==> src/rtl/uart_pkg.sv <==
// Shared UART definitions: frame FSM state encoding, parity constants and helpers
// used by both the transmit and receive paths.
package uart_pkg;

  typedef enum logic [2:0] {
    ST_IDLE   = 3'd0,
    ST_START  = 3'd1,
    ST_DATA   = 3'd2,
    ST_PARITY = 3'd3,
    ST_STOP   = 3'd4
  } uart_state_e;

  localparam logic PAR_EVEN = 1'b0;
  localparam logic PAR_ODD  = 1'b1;

  // Bit-counter width; a 1-bit frame still needs a 1-bit counter.
  function automatic int cnt_width(input int width);
    return (width > 1) ? $clog2(width) : 1;
  endfunction

  // Callers zero-extend narrower words, which leaves the XOR unchanged.
  function automatic logic calc_parity(input logic [15:0] data, input logic par_typ);
    return (^data) ^ (par_typ == PAR_ODD);
  endfunction

endpackage

==> src/rtl/uart_tx_serializer.sv <==
// Frame datapath: holds the accepted word, shifts it out LSB first and counts
// data bits, flagging the last one with ser_done.
module uart_tx_serializer
  import uart_pkg::*;
#(
  parameter int DATA_WIDTH = 8
) (
  input  logic                  clk,
  input  logic                  rst,
  input  logic                  load,
  input  logic                  shift,
  input  logic                  cnt_en,
  input  logic [DATA_WIDTH-1:0] load_data,
  output logic                  ser_bit,
  output logic                  ser_done
);

  localparam int              CW       = cnt_width(DATA_WIDTH);
  localparam logic [CW-1:0]   LAST_CNT = CW'(DATA_WIDTH - 1);

  logic [DATA_WIDTH-1:0] shift_r;
  logic [CW-1:0]         cnt_r;

  // shift register: load on acceptance, shift once per bit entering DATA
  always_ff @(posedge clk or negedge rst) begin
    if (!rst) begin
      shift_r <= '0;
    end else if (load) begin
      shift_r <= load_data;
    end else if (shift) begin
      shift_r <= shift_r >> 1'b1;
    end else begin
      shift_r <= shift_r;
    end
  end

  // data-bit counter, cleared on load and after the last bit
  always_ff @(posedge clk or negedge rst) begin
    if (!rst) begin
      cnt_r <= '0;
    end else if (load || ser_done) begin
      cnt_r <= '0;
    end else if (cnt_en) begin
      cnt_r <= cnt_r + CW'(1);
    end else begin
      cnt_r <= cnt_r;
    end
  end

  assign ser_bit  = shift_r[0];
  assign ser_done = cnt_en && (cnt_r == LAST_CNT);

endmodule

==> src/rtl/uart_tx.sv <==
// UART transmitter: one clk per bit; start, LSB-first data, optional parity, stop.
// TX_OUT and Busy are registered from the next-state decode so they change on the same edge as the state.
module uart_tx
  import uart_pkg::*;
#(
  parameter int DATA_WIDTH = 8
) (
  input  logic                  clk,
  input  logic                  rst,
  input  logic [DATA_WIDTH-1:0] P_DATA,
  input  logic                  Data_Valid,
  input  logic                  PAR_EN,
  input  logic                  PAR_TYP,
  output logic                  TX_OUT,
  output logic                  Busy
);

  uart_state_e state_r, next_state_s;
  logic tx_r, busy_r, tx_next_s, busy_next_s;
  logic par_en_r, par_bit_r;
  logic accept_s, shift_s, cnt_en_s, ser_bit_s, ser_done_s;

  assign accept_s = (state_r == ST_IDLE) && Data_Valid;
  assign shift_s  = (next_state_s == ST_DATA);
  assign cnt_en_s = (state_r == ST_DATA);

  uart_tx_serializer #(.DATA_WIDTH(DATA_WIDTH)) u_ser (
    .clk       (clk),
    .rst       (rst),
    .load      (accept_s),
    .shift     (shift_s),
    .cnt_en    (cnt_en_s),
    .load_data (P_DATA),
    .ser_bit   (ser_bit_s),
    .ser_done  (ser_done_s)
  );

  // frame options captured at acceptance; parity from the captured word
  always_ff @(posedge clk or negedge rst) begin
    if (!rst) begin
      par_en_r  <= 1'b0;
      par_bit_r <= 1'b0;
    end else if (accept_s) begin
      par_en_r  <= PAR_EN;
      par_bit_r <= calc_parity(16'(P_DATA), PAR_TYP);
    end else begin
      par_en_r  <= par_en_r;
      par_bit_r <= par_bit_r;
    end
  end

  // state register
  always_ff @(posedge clk or negedge rst) begin
    if (!rst) begin
      state_r <= ST_IDLE;
    end else begin
      state_r <= next_state_s;
    end
  end

  // next-state decode
  always_comb begin
    next_state_s = ST_IDLE;
    case (state_r)
      ST_IDLE: begin
        if (Data_Valid) next_state_s = ST_START;
        else            next_state_s = ST_IDLE;
      end
      ST_START:  next_state_s = ST_DATA;
      ST_DATA: begin
        if (!ser_done_s)   next_state_s = ST_DATA;
        else if (par_en_r) next_state_s = ST_PARITY;
        else               next_state_s = ST_STOP;
      end
      ST_PARITY: next_state_s = ST_STOP;
      ST_STOP:   next_state_s = ST_IDLE;
      default:   next_state_s = ST_IDLE;
    endcase
  end

  // line value and busy flag for the state being entered
  always_comb begin
    tx_next_s   = 1'b1;
    busy_next_s = 1'b1;
    case (next_state_s)
      ST_IDLE: begin
        tx_next_s   = 1'b1;
        busy_next_s = 1'b0;
      end
      ST_START:  tx_next_s = 1'b0;
      ST_DATA:   tx_next_s = ser_bit_s;
      ST_PARITY: tx_next_s = par_bit_r;
      ST_STOP:   tx_next_s = 1'b1;
      default: begin
        tx_next_s   = 1'b1;
        busy_next_s = 1'b0;
      end
    endcase
  end

  // output registers
  always_ff @(posedge clk or negedge rst) begin
    if (!rst) begin
      tx_r   <= 1'b1;
      busy_r <= 1'b0;
    end else begin
      tx_r   <= tx_next_s;
      busy_r <= busy_next_s;
    end
  end

  assign TX_OUT = tx_r;
  assign Busy   = busy_r;

endmodule

==> config.mk <==
export PLATFORM = sky130hd
export DESIGN_NAME = uart_tx
export DESIGN_NICKNAME = d
export VERILOG_FILES = /design/src/rtl/uart_pkg.sv /design/src/rtl/uart_tx_serializer.sv /design/src/rtl/uart_tx.sv
export SDC_FILE = /design/constraint.sdc
export NUM_CORES = 1
export LEC_CHECK = 0
export ABC_AREA = 1
export BUFFER_PORTS_ARGS = -buffer_cell sky130_fd_sc_hd__buf_2
export CORE_MARGIN = 1.5
export CORE_UTILIZATION = 58
export CTS_BUF_LIST = sky130_fd_sc_hd__clkbuf_4
export CTS_CLUSTER_SIZE = 16
export DETAILED_ROUTE_END_ITERATION = 16
export GPL_ROUTABILITY_DRIVEN = 0
export PLACE_DENSITY_LB_ADDON = 0.25
export SYNTH_ARGS = -nofsm -noshare
export SYNTH_HDL_FRONTEND = slang
export SYNTH_SLANG_ARGS = --single-unit
==> constraint.sdc <==
create_clock -name clk -period 1.49 [get_ports clk]
set_input_delay 0.298 -clock clk [delete_from_list [all_inputs] [get_ports clk]]
set_output_delay 0.298 -clock clk [all_outputs]
set_load 0.05 [all_outputs]
Word level (Yosys, flattened, before mapping):

Cells that the tools add are included.

* register bits after elaboration: 18
* input bits: 13
* output and inout bits: 2
* logic and storage cells: 35

* add/subtract/negate cells: 1
* equality and inequality tests: 8
* multiplexer cells: 10
* bitwise logic cells: 1
* reduce and logical (&&, ||, !) cells: 8

Operators with widths (number)
* $mux W8: 2
* $reduce_xor A16 Y1: 1
* $eq A3 B2 Y1 const B: 4
* $mux W3: 4
* $pmux W3 S4: 1
* $eq A3 B1 Y1 const B: 2
* $eq A3 B3 Y1 const B: 2
* $reduce_bool A2 Y1: 2
* $reduce_or A4 Y1: 1
* $add A3 B1 Y3 const B: 1
* $logic_not A3 Y1: 1
* $pmux W1 S3: 1
* $logic_and A1 B1 Y1: 2
* $mux W1: 2
* $logic_or A1 B1 Y1: 1
* $xor A1 B1 Y1: 1

Logic depth before layout (Yosys ltp):

Gate-level depths: netlist of the first run.

* word-level depth: 7
* gate-level depth with buffers: 10

Modules after synthesis:

From an unflattened synthesis of the first run, not the netlist that was laid out.

* cells, all modules: 134
* area total of the unflattened synthesis: 1032.2 sq um

Modules (own cells, without submodules)
* uart_tx_serializer: instances 1, cells an instance 66, area an instance 564.3 sq um
* uart_tx: instances 1, cells an instance 68, area an instance 467.9 sq um

Worst setup path before layout of the first run:

OpenSTA, ideal clock, no wires.

* kind: register -> register
* start: reg u_ser.cnt_r[0]
* end: reg u_ser.shift_r[7]
* library setup time: 121 ps
* arrival: 1224 ps
* data required time: 1369 ps
* path slack: 145 ps
* cell stages (with the launch flop): 9
* buffers on the path: 0
* clock period less this slack: 1345 ps
* path through: dfrtp_1 -> ha_1 -> ha_1 -> inv_1 -> o21ai_2 -> nand2_4 -> nand2_4 -> nand2_4 -> o21ai_1

* longest elaborated chain between the ends: 6

RTL lines
* start, declared: RTL line uart_tx_serializer.sv:22 `logic [CW-1:0] cnt_r;`
* start signal, assigned: RTL line uart_tx_serializer.sv:44 `cnt_r <= cnt_r + CW'(1);`
* start signal, assigned: RTL line uart_tx_serializer.sv:46 `cnt_r <= cnt_r;`
* $eq A3 B3 Y1: RTL line uart_tx_serializer.sv:51 `assign ser_done = cnt_en && (cnt_r == LAST_CNT);`
* $logic_and A1 B1 Y1: RTL line uart_tx_serializer.sv:51
* $mux W3: RTL line uart_tx.sv:71 `if (!ser_done_s) next_state_s = ST_DATA;`
* $pmux W3 S4: RTL line uart_tx.sv:64 `case (state_r)`
* named net next_state_s[1]: RTL line uart_tx.sv:18 `uart_state_e state_r, next_state_s;`
* $eq A3 B2 Y1: RTL line uart_tx.sv:24 `assign shift_s = (next_state_s == ST_DATA);`
* $reduce_bool A2 Y1 (no line)
* end signal, assigned: RTL line uart_tx_serializer.sv:29 `shift_r <= load_data;`
* end signal, assigned: RTL line uart_tx_serializer.sv:31 `shift_r <= shift_r >> 1'b1;`
* end signal, assigned: RTL line uart_tx_serializer.sv:33 `shift_r <= shift_r;`
* end, declared: RTL line uart_tx_serializer.sv:21 `logic [DATA_WIDTH-1:0] shift_r;`

The timed path passes the listed nets, and every way through them passes these cells.
A chain may end at the register's enable or synchronous reset.

Worst setup path in the final report of the first run:

* start: reg u_ser.cnt_r[1]
* end: reg tx_r, in the netlist TX_OUT

* longest elaborated chain between the ends: 6

RTL lines
* $eq A3 B3 Y1 (*): RTL line uart_tx_serializer.sv:51
* $logic_and A1 B1 Y1 (*): RTL line uart_tx_serializer.sv:51
* $mux W3 (*): RTL line uart_tx.sv:71
* $pmux W3 S4 (*): RTL line uart_tx.sv:64
* named net next_state_s[1]: RTL line uart_tx.sv:18
* $eq A3 B2 Y1 / $eq A3 B1 Y1 (equally long branches): RTL line uart_tx.sv:85 `case (next_state_s)`
* $pmux W1 S3 (*): RTL line uart_tx.sv:85
* named net tx_next_s: RTL line uart_tx.sv:19 `logic tx_r, busy_r, tx_next_s, busy_next_s;`
* end signal, assigned: RTL line uart_tx.sv:107 `tx_r <= tx_next_s;`
* end, declared: RTL line uart_tx.sv:19

The timed path passes the listed nets; every way through them passes the cells marked *.

==> results of run 1 <==
## logic make-up after synthesis
kind of cell	after synthesis
adder cells (fa/ha/maj)	2
AO/OA/AOI/OAI	13
XOR/XNOR	2
buffers and inverters	21
AND/OR/NAND/NOR	80
flip-flops	18
## layer usage
layer / global-route usage [%] / part of all wire (%)
met2: 35.7 / 51
met1: 25.6 / 44
met3: 2.40 / 2.6
met5: 0 / 0
met4: 11.8 / 2.4
## worst reg2reg max path: stages (launching register included)
cell and delay, ps:
sky130_fd_sc_hd__dfrtp_1 380, sky130_fd_sc_hd__ha_2 210, sky130_fd_sc_hd__ha_4 140, sky130_fd_sc_hd__inv_2 40, sky130_fd_sc_hd__o21ai_2 150, sky130_fd_sc_hd__nand2_4 110, sky130_fd_sc_hd__buf_4 150, sky130_fd_sc_hd__o211ai_1 180
## per-stage QoR
step / std cells / cell area [um2] / power (mW)
finish: 183 / 1240 / 2.35
CTS: 179 / 1170 / 2.12
global route: 183 / 1240 / 2.54
floorplan: 136 / 1030 / 1.66
global placement: 174 / 1130 / 1.84
detailed placement: 174 / 1130 / 1.88
## how the worst max path moves through the flow
stage,from,end,slack (ps)
after floorplan,u_ser.cnt_r[0]$_DFFE_PN0P_,u_ser.shift_r[7]$_DFFE_PN0P_,150
after global placement,u_ser.cnt_r[0]$_DFFE_PN0P_,u_ser.shift_r[7]$_DFFE_PN0P_,90
after detailed placement,u_ser.cnt_r[0]$_DFFE_PN0P_,u_ser.shift_r[2]$_DFFE_PN0P_,10
after CTS,u_ser.cnt_r[0]$_DFFE_PN0P_,u_ser.shift_r[2]$_DFFE_PN0P_,7
after global routing,u_ser.cnt_r[1]$_DFFE_PN0P_,u_ser.shift_r[5]$_DFFE_PN0P_,-10
final,u_ser.cnt_r[1]$_DFFE_PN0P_,TX_OUT$_DFF_PN1_,40
## cell usage after synthesis (all sizes together)
cell,count
inv,19
nor3,2
dfstp,1
nand3b,1
o21ai,12
o211ai,1
nor2,3
nand3,17
xor2,1
buf,2
xnor2,1
dfrtp,17
nand4,2
ha,2
nand2,55
## power groups by stage
stage	combinational (mW)	clock, mW	sequential (mW)
after CTS	1.04	0.245	0.837
after detailed placement	1.04	0	0.845
after global routing	1.41	0.266	0.867
final	1.26	0.245	0.845
after floorplan	0.743	0	0.920
after global placement	1.01	0	0.839
## sequential cells by signal, indices dropped and copies added (netlist names)
signal	cells
state_r	3
u_ser.cnt_r	3
par_en_r	1
TX_OUT	1
Busy	1
u_ser.shift_r	8
par_bit_r	1
## timing repair
item | in CTS | in global routing
resized for setup | 0 | 9
setup buffers | 0 | 3
hold buffers | 1 | 0
hold endpoints to repair | 17 | 0
setup endpoints to repair | 0 | 9
## layout make-up
type	count	area, um2
clock buffers	3	22.5
clock inverters	1	3.75
well taps	25	31.3
repair buffers	19	110
multi-input cells	98	547
flip-flops and latches	18	452
inverters	19	73.8
fillers	141	468
==> results.py, run 1 <==
metrics = {
    "status": {
        "status": "completed",
    },
    "pwr": {
        "seq_power_share_pct": 35.9,
        "power.switching_mw": 1.09,
        "combinationalPowerShare_pct": 53.7,
        "power.static_leakage_nw": 0.660,
        "clock_power_share_pct": 10.4,
        "vdd_drop_max_mv": 0.835,
        "power.density_mw_per_mm2": 1900,
        "switching_share_pct": 46.2,
        "internal_power_mw": 1.27,
    },
    "clocking": {
        "cts_sinks": 18,
        "tritoncts": "done",
        "clock_pin_slew_worst_setup_and_hold_paths_ps": 100,
        "numCtsBuffers": 3,
        "cts_htree_levels": 1,
        "clock_tree.buffer_depth": 2,
        "cts_root_buffer": "sky130_fd_sc_hd__clkbuf_4",
        "clk_lat_worst_skew_ps": 290,
    },
    "hold_path": {
        "holdCritPathClass": "in -> reg",
        "hold_path.startpoint": "PAR_EN",
        "hold-path-cell-count": 3,
        "hold_path_end": "par_en_r$_DFFE_PN0P_",
    },
    "critical_path": {
        "timing.rr.end": "TX_OUT$_DFF_PN1_",
        "rrSetupSlack_ps": 40,
        "max_stage_delay_ps": 380,
        "setup.worst_path.end_class": "register",
        "number_of_buffers_and_inverters_on_the_critical_path": 2,
        "crit_family": "flip-flops",
        "timing.critical_path.from_type": "register",
        "rr_worst_depth": 7,
        "critical_path_cell_with_the_highest_stage_delay": "sky130_fd_sc_hd__dfrtp_1",
        "timing.critical_path.fanout_max": 4,
        "crit_chain": "ha_2 -> ha_4 -> inv_2 -> o21ai_2 -> nand2_4 -> buf_4 -> o211ai_1",
        "worst-path-stages": 7,
        "beginning_of_the_worst_register_to_register_path": "u_ser.cnt_r[1]$_DFFE_PN0P_",
        "crit_required_ps": 1700,
        "timing.critical_path.arrival_ps": 1660,
        "criticalPathCategory": "reg -> reg",
    },
    "timing": {
        "timing.final.crit_period_ps": 1450,
        "setup_tns_ps": 0,
        "fmaxAchievable_mhz": 690,
        "layout_setup_ws_ps": 41.7,
        "final_max_slew_violation_count": 0,
        "finalHoldWorstSlack_ps": 215,
        "slew_headroom_pct": 74.1,
        "worst-slew-pin-transition_ps": 389,
        "finalSetupViolCount": 0,
        "final_worst_path_cycle_share_pct": 97.2,
        "final.setup_skew_ps": 1.92,
        "hold_viol": 0,
    },
    "synthesis": {
        "synth_top_cell_by_area": "sky130_fd_sc_hd__dfrtp_1",
        "syn-num-nets": 151,
        "fraction_of_the_yosys_area_taken_by_sequential_cells_pct": 43.7,
        "yosys.cell_types.count": 24,
        "synth_mux_area_share_pct": 0,
        "synth_area_leaders": "sky130_fd_sc_hd__dfrtp_1 (41%), sky130_fd_sc_hd__nand2_1 (19%), sky130_fd_sc_hd__nand3_1 (7.7%)",
        "post_synthesis_cell_count": 136,
        "synth_fa_ha_area_share_pct": 2.42,
        "synth_top_area_share_pct": 41.2,
        "yosys_register_bits": 18,
        "synth_simple_gate_area_share_pct": 37.2,
        "syn-mean-instance-area_um2": 7.60,
        "synth_top_family_by_area": "simple AND/OR/NAND/NOR gates",
        "synth_compound_gate_area_share_pct": 6.90,
        "yosys.area_share.xor_xnor_pct": 1.69,
        "ys_warn_count": 0,
        "synthesis.area_mm2": 0.00103,
    },
    "routing": {
        "avgViaCountPerCell": 5.02,
        "number_of_detailed_routing_iterations_run_before_antenna_repair": 4,
        "antenna_nets_post_route": 0,
        "drc": 0,
        "finalWirelength_um": 2010,
        "total_vias_in_the_final_route": 918,
        "drt-wirelength-per-cell_um": 11.0,
        "detail_route.iter0.violations": 15,
    },
    "grt": {
        "globalRouteOverflowTotal": 0,
        "antenna_found_initial": 0,
        "grt_max_degree": 21,
        "grt_pass1_vias": 811,
        "track_usage_pct": 21.0,
        "grt_pass1_wl_um": 3110,
    },
    "finish": {
        "top_library_cells_by_usage_in_the_layout_fill_and_taps_aside": "sky130_fd_sc_hd__nand2_1 (49), sky130_fd_sc_hd__dfrtp_1 (17), sky130_fd_sc_hd__nand3_1 (16), sky130_fd_sc_hd__inv_1 (14), sky130_fd_sc_hd__buf_2 (14)",
        "num-nets-final": 174,
        "share_of_final_layout_standard_cells_stronger_than_drive_strength_1_pct": 25.3,
        "area_delta_synth_final_pct": 20.0,
        "post-route-util_pct": 72.6,
        "n_antenna_cell": 0,
        "final_common_cell": "sky130_fd_sc_hd__nand2_1",
    },
    "place": {
        "pre_cts_ws_ps": 13.6,
        "port_buffers": 14,
        "place.detailed.hpwl_um": 1420,
    },
    "floorplan": {
        "floorplan.io_pins": 15,
        "dieWidth_um": 45.2,
        "dieArea_mm2": 0.00204,
        "effective_utilization_at_floorplan_pct": 60.5,
        "die_height_um": 45.2,
        "placementRows": 15,
        "core-area_mm2": 0.00171,
    },
    "job": {
        "drv.max_cap_violation_count": 0,
    },
}
Note: power is estimated with default switching activity, not from simulation.
==> inputs of run 2 (changes only) <==
- SYNTH_HIERARCHICAL: not set -> 1
==> run 2 against run 1 <==
  * Final area up 12%
  * The flow now finishes with violations (negative setup slack)
  * Global-route usage up 2.2 points
  * Synthesized cell count down 1.5%
  * Via count up 0.22%
  * First-iteration DRC count down 27%
  * Highest routed layer unchanged
  * Non-clock buffer count up 14
  * Sequential cell count unchanged
  * Final cell count up 1.6%
  * Critical path type unchanged
  * Sequential share of layout area down 3.9 points
==> results.py, run 2 <==
metrics = {
    "routing": {
        "drt-wirelength-per-cell_um": 12.1,
        "detail_route.iter0.violations": 11,
        "number_of_detailed_routing_iterations_run_before_antenna_repair": 4,
        "antenna_nets_post_route": 0,
        "avgViaCountPerCell": 4.95,
        "total_vias_in_the_final_route": 920,
        "drc": 0,
        "finalWirelength_um": 2260,
    },
    "synthesis": {
        "asyncSetResetFlopFracSynth_pct": 100,
        "post-synth-top-count-cell": "sky130_fd_sc_hd__nand2_1",
        "post_synthesis_cell_count": 134,
        "ys_warn_count": 6,
        "syn-num-nets": 149,
        "synthesis.area_mm2": 0.00103,
        "syn-mean-instance-area_um2": 7.70,
        "dominantRegCellSynth": "sky130_fd_sc_hd__dfrtp_1",
        "yosys_register_bits": 18,
        "synth_enable_flop_cells": 0,
        "synth_top_cell_by_area": "sky130_fd_sc_hd__dfrtp_1",
        "synth_area_leaders": "sky130_fd_sc_hd__dfrtp_1 (41%), sky130_fd_sc_hd__nand2_1 (19%), sky130_fd_sc_hd__nand3_1 (8.2%)",
        "yosys.cell_types.count": 22,
        "synth_top_area_share_pct": 41.2,
        "commonest_cells_post_synth": "sky130_fd_sc_hd__nand2_1 (51), sky130_fd_sc_hd__dfrtp_1 (17), sky130_fd_sc_hd__nand3_1 (17), sky130_fd_sc_hd__inv_1 (14), sky130_fd_sc_hd__nand2_2 (5)",
        "fraction_of_the_yosys_area_taken_by_sequential_cells_pct": 43.8,
    },
    "critical_path": {
        "beginning_of_the_worst_register_to_register_path": "u_ser/cnt_r[0]$_DFFE_PN0P_",
        "crit_required_ps": 1680,
        "timing.critical_path.fanout_max": 8,
        "setup.worst_path.end_class": "register",
        "timing.critical_path.from_type": "register",
        "criticalPathCategory": "reg -> reg",
        "critical_path_cell_with_the_highest_stage_delay": "sky130_fd_sc_hd__dfrtp_1",
        "number_of_buffers_and_inverters_on_the_critical_path": 3,
        "crit_chain": "ha_2 -> ha_4 -> nand2_4 -> inv_2 -> nand2_2 -> nor2_4 -> nor2_4 -> inv_2 -> nor2_4 -> buf_12 -> nor2_8 -> nand2_2 -> nand3_2",
        "cell_type_with_the_highest_occurrence_count_on_the_critical_path": "sky130_fd_sc_hd__nor2_4",
        "rr_worst_depth": 13,
        "timing.critical_path.arrival_ps": 1900,
        "rrSetupSlack_ps": -220,
        "timing.rr.end": "u_ser/shift_r[4]$_DFFE_PN0P_",
        "crit_family": "simple AND/OR/NAND/NOR gates",
        "max_stage_delay_ps": 410,
    },
    "timing": {
        "timing.final.crit_period_ps": 1710,
        "final.setup_skew_ps": 5.05,
        "layout_setup_ws_ps": -219,
        "slew_headroom_pct": 73.3,
        "fmaxAchievable_mhz": 585,
        "final_worst_path_cycle_share_pct": 115,
        "final_max_slew_violation_count": 0,
        "hold_viol": 0,
        "rsz0062_at_grt": "true",
        "worst-slew-pin-transition_ps": 400,
        "finalSetupViolCount": 9,
    },
    "grt": {
        "globalRouteOverflowTotal": 0,
        "use_met3_pct": 4.00,
        "grt_pass1_vias": 887,
        "global_route_met2_utilization_pct": 41.4,
        "grt_pass1_wl_um": 3420,
        "grt_max_degree": 19,
        "antenna_found_initial": 0,
        "global_route.usage.met1_pct": 26.6,
        "track_usage_pct": 23.2,
        "busiest_layer": "met2",
    },
    "floorplan": {
        "dieWidth_um": 45.2,
        "die_height_um": 45.2,
        "placementRows": 15,
        "floorplan.io_pins": 15,
        "core-area_mm2": 0.00169,
        "effective_utilization_at_floorplan_pct": 61.1,
        "dieArea_mm2": 0.00204,
    },
    "clocking": {
        "cts_sinks": 18,
        "clk_lat_worst_skew_ps": 300,
        "clock_tree.buffer_depth": 2,
        "tritoncts": "done",
        "clock_pin_slew_worst_setup_and_hold_paths_ps": 100,
        "numCtsBuffers": 3,
        "cts_htree_levels": 1,
        "cts_root_buffer": "sky130_fd_sc_hd__clkbuf_4",
    },
    "finish": {
        "n_antenna_cell": 0,
        "share_of_final_layout_standard_cells_stronger_than_drive_strength_1_pct": 46.7,
        "finalNonFillerCells": 186,
        "area_delta_synth_final_pct": 34.4,
        "largest_register_ffs": 8,
        "final_common_cell": "sky130_fd_sc_hd__nand2_1",
        "post-route-util_pct": 82.1,
        "num-nets-final": 185,
        "reg_top3": "u_ser/shift_r: 8 flops, state_r: 3 flops, u_ser/cnt_r: 3 flops",
        "top_library_cells_by_usage_in_the_layout_fill_and_taps_aside": "sky130_fd_sc_hd__nand2_1 (42), sky130_fd_sc_hd__dfrtp_1 (17), sky130_fd_sc_hd__buf_2 (14), sky130_fd_sc_hd__buf_4 (14), sky130_fd_sc_hd__nand3_1 (13)",
        "top_reg_by_flops": "u_ser/shift_r",
    },
    "hold_path": {
        "hold_path_end": "par_en_r$_DFFE_PN0N_",
        "hold_path.startpoint": "PAR_EN",
        "hold-path-cell-count": 3,
        "holdCritPathClass": "in -> reg",
    },
    "pwr": {
        "power.switching_mw": 1.23,
        "power.density_mw_per_mm2": 2010,
        "power.static_leakage_nw": 0.773,
        "combinationalPowerShare_pct": 59.4,
        "clock_power_share_pct": 9.9,
        "internal_power_mw": 1.55,
        "seq_power_share_pct": 30.7,
        "vdd_drop_max_mv": 1.05,
        "switching_share_pct": 44.2,
    },
    "status": {
        "status": "complete, but fails checks",
        "failed_checks": "negative setup slack",
    },
    "job": {
        "drv.max_cap_violation_count": 0,
    },
    "place": {
        "place.detailed.hpwl_um": 1480,
        "dpl.cell_count": 174,
        "port_buffers": 14,
    },
}
==> run 2: worst register-to-register path: stages (launching register included) <==
cell	delay [ps]
sky130_fd_sc_hd__dfrtp_1	410
sky130_fd_sc_hd__ha_2	190
sky130_fd_sc_hd__ha_4	160
sky130_fd_sc_hd__nand2_4	60
sky130_fd_sc_hd__inv_2	40
sky130_fd_sc_hd__nand2_2	70
sky130_fd_sc_hd__nor2_4	50
sky130_fd_sc_hd__nor2_4	120
sky130_fd_sc_hd__inv_2	60
sky130_fd_sc_hd__nor2_4	130
sky130_fd_sc_hd__buf_12	130
sky130_fd_sc_hd__nor2_8	50
sky130_fd_sc_hd__nand2_2	80
sky130_fd_sc_hd__nand3_2	60
==> run 2: metal layers <==
layer,vias up,part of all wire (%)
met1,416,43
met5,-,0
met2,18,52
met4,0,2.1
met3,4,2.0
li1,482,-
==> run 2: cells by family (layout without fill, tap and decap cells) <==
kind of cell / count (synthesis) / in the layout / share of synthesized area [%]
adder cells (fa/ha/maj): 2 / 2 / 2.42
flip-flops: 18 / 18 / 43.8
AND/OR/NAND/NOR: 85 / 85 / 38.8
AO/OA/AOI/OAI: 6 / 6 / 4.36
buffers and inverters: 22 / 57 / 9.82
XOR/XNOR: 1 / 1 / 0.849
==> run 2: worst max-delay path by stage <==
stage | start | to | slack (ps) | depth (start not counted)
6_report | u_ser/cnt_r[0]$_DFFE_PN0P_ | u_ser/shift_r[4]$_DFFE_PN0P_ | -220 | 13
5_1_grt | u_ser/cnt_r[1]$_DFFE_PN0P_ | u_ser/shift_r[4]$_DFFE_PN0P_ | -290 | 13
4_1_cts | u_ser/cnt_r[0]$_DFFE_PN0P_ | u_ser/shift_r[6]$_DFFE_PN0P_ | -150 | 13
3_5_place_dp | u_ser/cnt_r[1]$_DFFE_PN0P_ | u_ser/shift_r[6]$_DFFE_PN0P_ | -210 | 13
3_3_place_gp | u_ser/cnt_r[0]$_DFFE_PN0P_ | u_ser/shift_r[2]$_DFFE_PN0P_ | -160 | 13
2_1_floorplan | u_ser/cnt_r[0]$_DFFE_PN0P_ | u_ser/shift_r[0]$_DFFE_PN0P_ | -90 | 13
==> run 2: repair_timing <==
| item | CTS | global route |
|---|---|---|
| endpoints found under the hold margin | 17 | 0 |
| gates resized for setup | 5 | 16 |
| hold buffers | 1 | 0 |
| gates cloned | 0 | 0 |
| pin swaps | 5 | 10 |
| setup buffers | 7 | 4 |
| setup endpoints to repair | 8 | 11 |
==> run 2: stage by stage <==
stage          worst slack (ps)  setup TNS [ps]  hold WS (ps)  total power [mW]  cell area [um2]
2_1_floorplan             -94.0            -729          2.41              1.77             1060
4_1_cts                    -153           -1350           206              2.60             1330
3_3_place_gp               -157           -1190           247              2.14             1220
5_1_grt                    -290           -2330           210              2.98             1390
6_report                   -219           -1650           205              2.78             1390
3_5_place_dp               -212           -1630           249              2.19             1220
==> run 2: final cells by class <==
type	count	area, um2
multi-input cells	94	563
flip-flops and latches	18	452
fillers	116	302
repair buffers	33	239
inverters	20	82.6
well taps	17	21.3
clock buffers	4	30.0
==> run 2: power by group through the flow <==
| stage | logic (mW) | clock network [mW] | registers [mW] |
|---|---|---|---|
| after CTS | 1.49 | 0.277 | 0.835 |
| after floorplan | 0.848 | 0 | 0.921 |
| after detailed placement | 1.35 | 0 | 0.838 |
| after global routing | 1.80 | 0.300 | 0.874 |
| final | 1.65 | 0.275 | 0.855 |
| after global placement | 1.30 | 0 | 0.836 |
==> inputs of run 3 (changes only) <==
- CORE_MARGIN: 1.5 -> not set
- HOLD_SLACK_MARGIN: not set -> 0.15
- SETUP_SLACK_MARGIN: not set -> 0.4
==> run 3 against run 2 <==
  * The run now fails in 5_1_grt
  * Synthesized cell count unchanged
  * Synthesized area did not move
==> results.py, run 3 <==
metrics = {
    "status": {
        "status": "stopped before the end",
        "stop_stage": "5_1_grt",
        "error_line": "[ERROR DPL-0033] detailed placement checks failed during check placement.",
    },
    "floorplan": {
        "effective_utilization_at_floorplan_pct": 65.5,
        "floorplan.io_pins": 15,
        "die_height_um": 44.2,
        "placementRows": 14,
        "dieWidth_um": 44.2,
    },
    "synthesis": {
        "fraction_of_the_yosys_area_taken_by_sequential_cells_pct": 43.8,
        "synth_top_cell_by_area": "sky130_fd_sc_hd__dfrtp_1",
        "yosys.cell_types.count": 22,
        "syn-mean-instance-area_um2": 7.70,
        "post_synthesis_cell_count": 134,
        "asyncSetResetFlopFracSynth_pct": 100,
        "yosys_register_bits": 18,
        "post-synth-top-count-cell": "sky130_fd_sc_hd__nand2_1",
        "commonest_cells_post_synth": "sky130_fd_sc_hd__nand2_1 (51), sky130_fd_sc_hd__dfrtp_1 (17), sky130_fd_sc_hd__nand3_1 (17), sky130_fd_sc_hd__inv_1 (14), sky130_fd_sc_hd__nand2_2 (5)",
        "synth_enable_flop_cells": 0,
        "syn-num-nets": 149,
        "ys_warn_count": 6,
        "synthesis.area_mm2": 0.00103,
        "synth_top_area_share_pct": 41.2,
        "synth_area_leaders": "sky130_fd_sc_hd__dfrtp_1 (41%), sky130_fd_sc_hd__nand2_1 (19%), sky130_fd_sc_hd__nand3_1 (8.2%)",
        "dominantRegCellSynth": "sky130_fd_sc_hd__dfrtp_1",
    },
    "clocking": {
        "cts_sinks": 18,
        "cts_htree_levels": 1,
        "cts_root_buffer": "sky130_fd_sc_hd__clkbuf_4",
        "numCtsBuffers": 3,
        "clock_tree.buffer_depth": 2,
    },
    "timing": {
        "timing.grt.repair.worst_endpoint": "u_ser/shift_r[3]$_DFFE_PN0P_/D",
        "worst_path_end_type": "register input",
    },
    "grt": {
        "antenna_found_initial": 0,
        "grt_max_degree": 19,
    },
    "place": {
        "port_buffers": 14,
        "place.detailed.hpwl_um": 1720,
        "pre_cts_ws_ps": -303,
    },
}
-- run 3: cell families after synthesis --
group / Yosys count / synth area share (%)
buffers and inverters: 22 / 9.82
flip-flops: 18 / 43.8
AND/OR/NAND/NOR: 85 / 38.8
XOR/XNOR: 1 / 0.849
AO/OA/AOI/OAI: 6 / 4.36
adder cells (fa/ha/maj): 2 / 2.42
-- run 3: metrics by stage --
step                      util, %  cell area, um2  setup TNS (ps)  hold WS (ps)  instances
after floorplan                 -            1070            -690          2.41        134
after global placement       79.4            1250           -1150           241        176
after detailed placement     79.4            1250           -2010           252        176
after CTS                    91.6            1440           -1390           199        191
-- run 3: repair_timing --
| item | in CTS |
|---|---|
| pin swaps | 12 |
| endpoints found under the hold margin | 17 |
| setup endpoints to repair | 20 |
| hold buffers | 1 |
| setup buffers | 10 |
| resized for setup | 22 |
==> inputs of run 4 (changes only) <==
- CORE_AREA: not set -> 2 2 63 65
- CORE_UTILIZATION: 58 -> not set
- CTS_BUF_LIST: sky130_fd_sc_hd__clkbuf_4 -> not set
- CTS_CLUSTER_SIZE: 16 -> not set
- DIE_AREA: not set -> 0 0 65 67
- HOLD_SLACK_MARGIN: 0.15 -> not set
- PLACE_DENSITY_LB_ADDON: 0.25 -> 0.15
- SETUP_SLACK_MARGIN: 0.4 -> not set
==> run 4 against run 3 <==
  * The flow now finishes, with violations (negative setup slack)
==> results.py, run 4 (synthesis results as in run 2) <==
metrics = {
    "status": {
        "status": "complete, but fails checks",
        "failed_checks": "negative setup slack",
    },
    "timing": {
        "finalSetupViolCount": 9,
        "rsz0062_at_grt": "true",
        "setup_tns_ps": -824,
        "fmaxAchievable_mhz": 625,
        "timing.final.crit_period_ps": 1600,
        "worst-slew-pin-transition_ps": 416,
        "hold_viol": 0,
        "layout_setup_ws_ps": -110,
        "slew_headroom_pct": 72.3,
        "final.setup_skew_ps": 2.88,
        "final_max_slew_violation_count": 0,
        "final_worst_path_cycle_share_pct": 107,
    },
    "finish": {
        "finalNonFillerCells": 220,
        "design_area_mm2": 0.00146,
        "share_of_final_layout_standard_cells_stronger_than_drive_strength_1_pct": 44.2,
        "top_library_cells_by_usage_in_the_layout_fill_and_taps_aside": "sky130_fd_sc_hd__nand2_1 (44), sky130_fd_sc_hd__buf_4 (18), sky130_fd_sc_hd__dfrtp_1 (17), sky130_fd_sc_hd__nand3_1 (16), sky130_fd_sc_hd__buf_2 (14)",
        "reg_top3": "u_ser/shift_r: 8 flops, state_r: 3 flops, u_ser/cnt_r: 3 flops",
        "area_delta_synth_final_pct": 41.3,
        "largest_register_ffs": 8,
        "final_common_cell": "sky130_fd_sc_hd__nand2_1",
        "n_antenna_cell": 0,
        "num-nets-final": 188,
        "top_reg_by_flops": "u_ser/shift_r",
    },
    "routing": {
        "finalWirelength_um": 2070,
        "drt-wirelength-per-cell_um": 9.39,
        "detail_route.iter0.violations": 19,
        "avgViaCountPerCell": 4.05,
        "number_of_detailed_routing_iterations_run_before_antenna_repair": 3,
        "total_vias_in_the_final_route": 891,
        "antenna_nets_post_route": 0,
        "drc": 0,
    },
    "pwr": {
        "vdd_drop_max_mv": 0.505,
        "internal_power_mw": 1.70,
        "switching_share_pct": 40.2,
        "power.density_mw_per_mm2": 1950,
        "power.switching_mw": 1.14,
        "clock_power_share_pct": 13.7,
        "seq_power_share_pct": 29.4,
        "power.static_leakage_nw": 0.794,
        "combinationalPowerShare_pct": 56.8,
    },
    "floorplan": {
        "placementRows": 22,
        "floorplan.io_pins": 15,
        "die_height_um": 67,
        "effective_utilization_at_floorplan_pct": 28.6,
        "dieArea_mm2": 0.00436,
        "core-area_mm2": 0.00361,
        "dieWidth_um": 65,
    },
    "critical_path": {
        "timing.critical_path.fanout_max": 8,
        "setup.worst_path.end_class": "register",
        "timing.critical_path.from_type": "register",
        "criticalPathCategory": "reg -> reg",
        "timing.critical_path.arrival_ps": 1740,
        "crit_required_ps": 1630,
    },
    "clocking": {
        "clock_tree.buffer_depth": 2,
        "clk_lat_worst_skew_ps": 250,
        "tritoncts": "done",
        "clock_pin_slew_worst_setup_and_hold_paths_ps": 70,
        "numCtsBuffers": 3,
        "cts_htree_levels": 1,
        "cts_sinks": 18,
        "cts_root_buffer": "sky130_fd_sc_hd__clkbuf_8",
    },
    "grt": {
        "antenna_found_initial": 0,
        "grt_max_degree": 19,
        "grt_pass1_wl_um": 3690,
        "grt_pass1_vias": 912,
        "track_usage_pct": 11.2,
        "globalRouteOverflowTotal": 0,
    },
    "place": {
        "dpl-instance-area_mm2": 0.00129,
        "dpl.cell_count": 209,
        "port_buffers": 14,
        "place.detailed.hpwl_um": 1570,
    },
    "job": {
        "drv.max_cap_violation_count": 0,
    },
    "hold_path": {
        "holdCritPathClass": "in -> reg",
    },
}
[run 4: power groups by stage]
stage	logic [mW]	clock network (mW)	registers, mW
2_1_floorplan	0.848	0	0.921
3_3_place_gp	1.41	0	0.842
3_5_place_dp	1.41	0	0.838
4_1_cts	1.50	0.413	0.832
5_1_grt	1.79	0.437	0.861
6_report	1.61	0.390	0.836
[run 4: worst max-delay path: stages (launching register included)]
cell and delay (ps):
sky130_fd_sc_hd__dfrtp_1 380, sky130_fd_sc_hd__ha_2 200, sky130_fd_sc_hd__ha_4 160, sky130_fd_sc_hd__nand2_4 60
sky130_fd_sc_hd__inv_4 40, sky130_fd_sc_hd__nand2_4 50, sky130_fd_sc_hd__nor2_4 40, sky130_fd_sc_hd__nor2_4 80
sky130_fd_sc_hd__inv_2 60, sky130_fd_sc_hd__nor2_4 120, sky130_fd_sc_hd__buf_12 130, sky130_fd_sc_hd__nor2_8 40
sky130_fd_sc_hd__nand2_1 60, sky130_fd_sc_hd__nand3_1 60
[run 4: final cells by class]
type	instances	area (um2)
inverter	20	85.1
clock buffer	4	55.1
multi-input combinational	94	549
fill	374	2150
timing repair buffer	36	258
tap	48	60.1
sequential	18	452
[run 4: worst paths after layout]
kind / start / to / slack, ps / cells after the start
max in group asynchronous: rst / TX_OUT$_DFF_PN1_ / 650 / 2
min in group asynchronous: rst / u_ser/cnt_r[1]$_DFFE_PN0P_ / 510 / 2
hold / removal: PAR_EN / par_en_r$_DFFE_PN0N_ / 270 / 3
hold reg to reg: u_ser/shift_r[6]$_DFFE_PN0P_ / u_ser/shift_r[6]$_DFFE_PN0P_ / 480 / 2
setup reg to reg: u_ser/cnt_r[1]$_DFFE_PN0P_ / u_ser/shift_r[4]$_DFFE_PN0P_ / -110 / 13
setup / recovery: u_ser/cnt_r[1]$_DFFE_PN0P_ / u_ser/shift_r[4]$_DFFE_PN0P_ / -110 / 13
[run 4: repair_timing]
| item | CTS | global route |
|---|---|---|
| hold buffers | 1 | 0 |
| resized for setup | 4 | 12 |
| hold endpoints to repair | 17 | 0 |
| pin swaps | 5 | 9 |
| setup buffers | 3 | 4 |
| setup endpoints to repair | 8 | 10 |
[run 4: layer usage]
layer  part of all wire, %  global-route usage, %
met5                     0                      0
met1                    46                   13.3
met3                   2.8                   1.52
met2                    49                   18.8
met4                   2.4                   7.18
[run 4: through the flow]
stage          utilization (%)  power [mW]  setup slack (ps)  hold slack (ps)
6_report                  40.5        2.84              -110              267
5_1_grt                   40.5        3.09              -200              270
4_1_cts                   38.7        2.75              -157              259
3_5_place_dp              35.9        2.25              -192              258
3_3_place_gp              35.9        2.25              -182              259
2_1_floorplan                -        1.77             -94.0             2.41
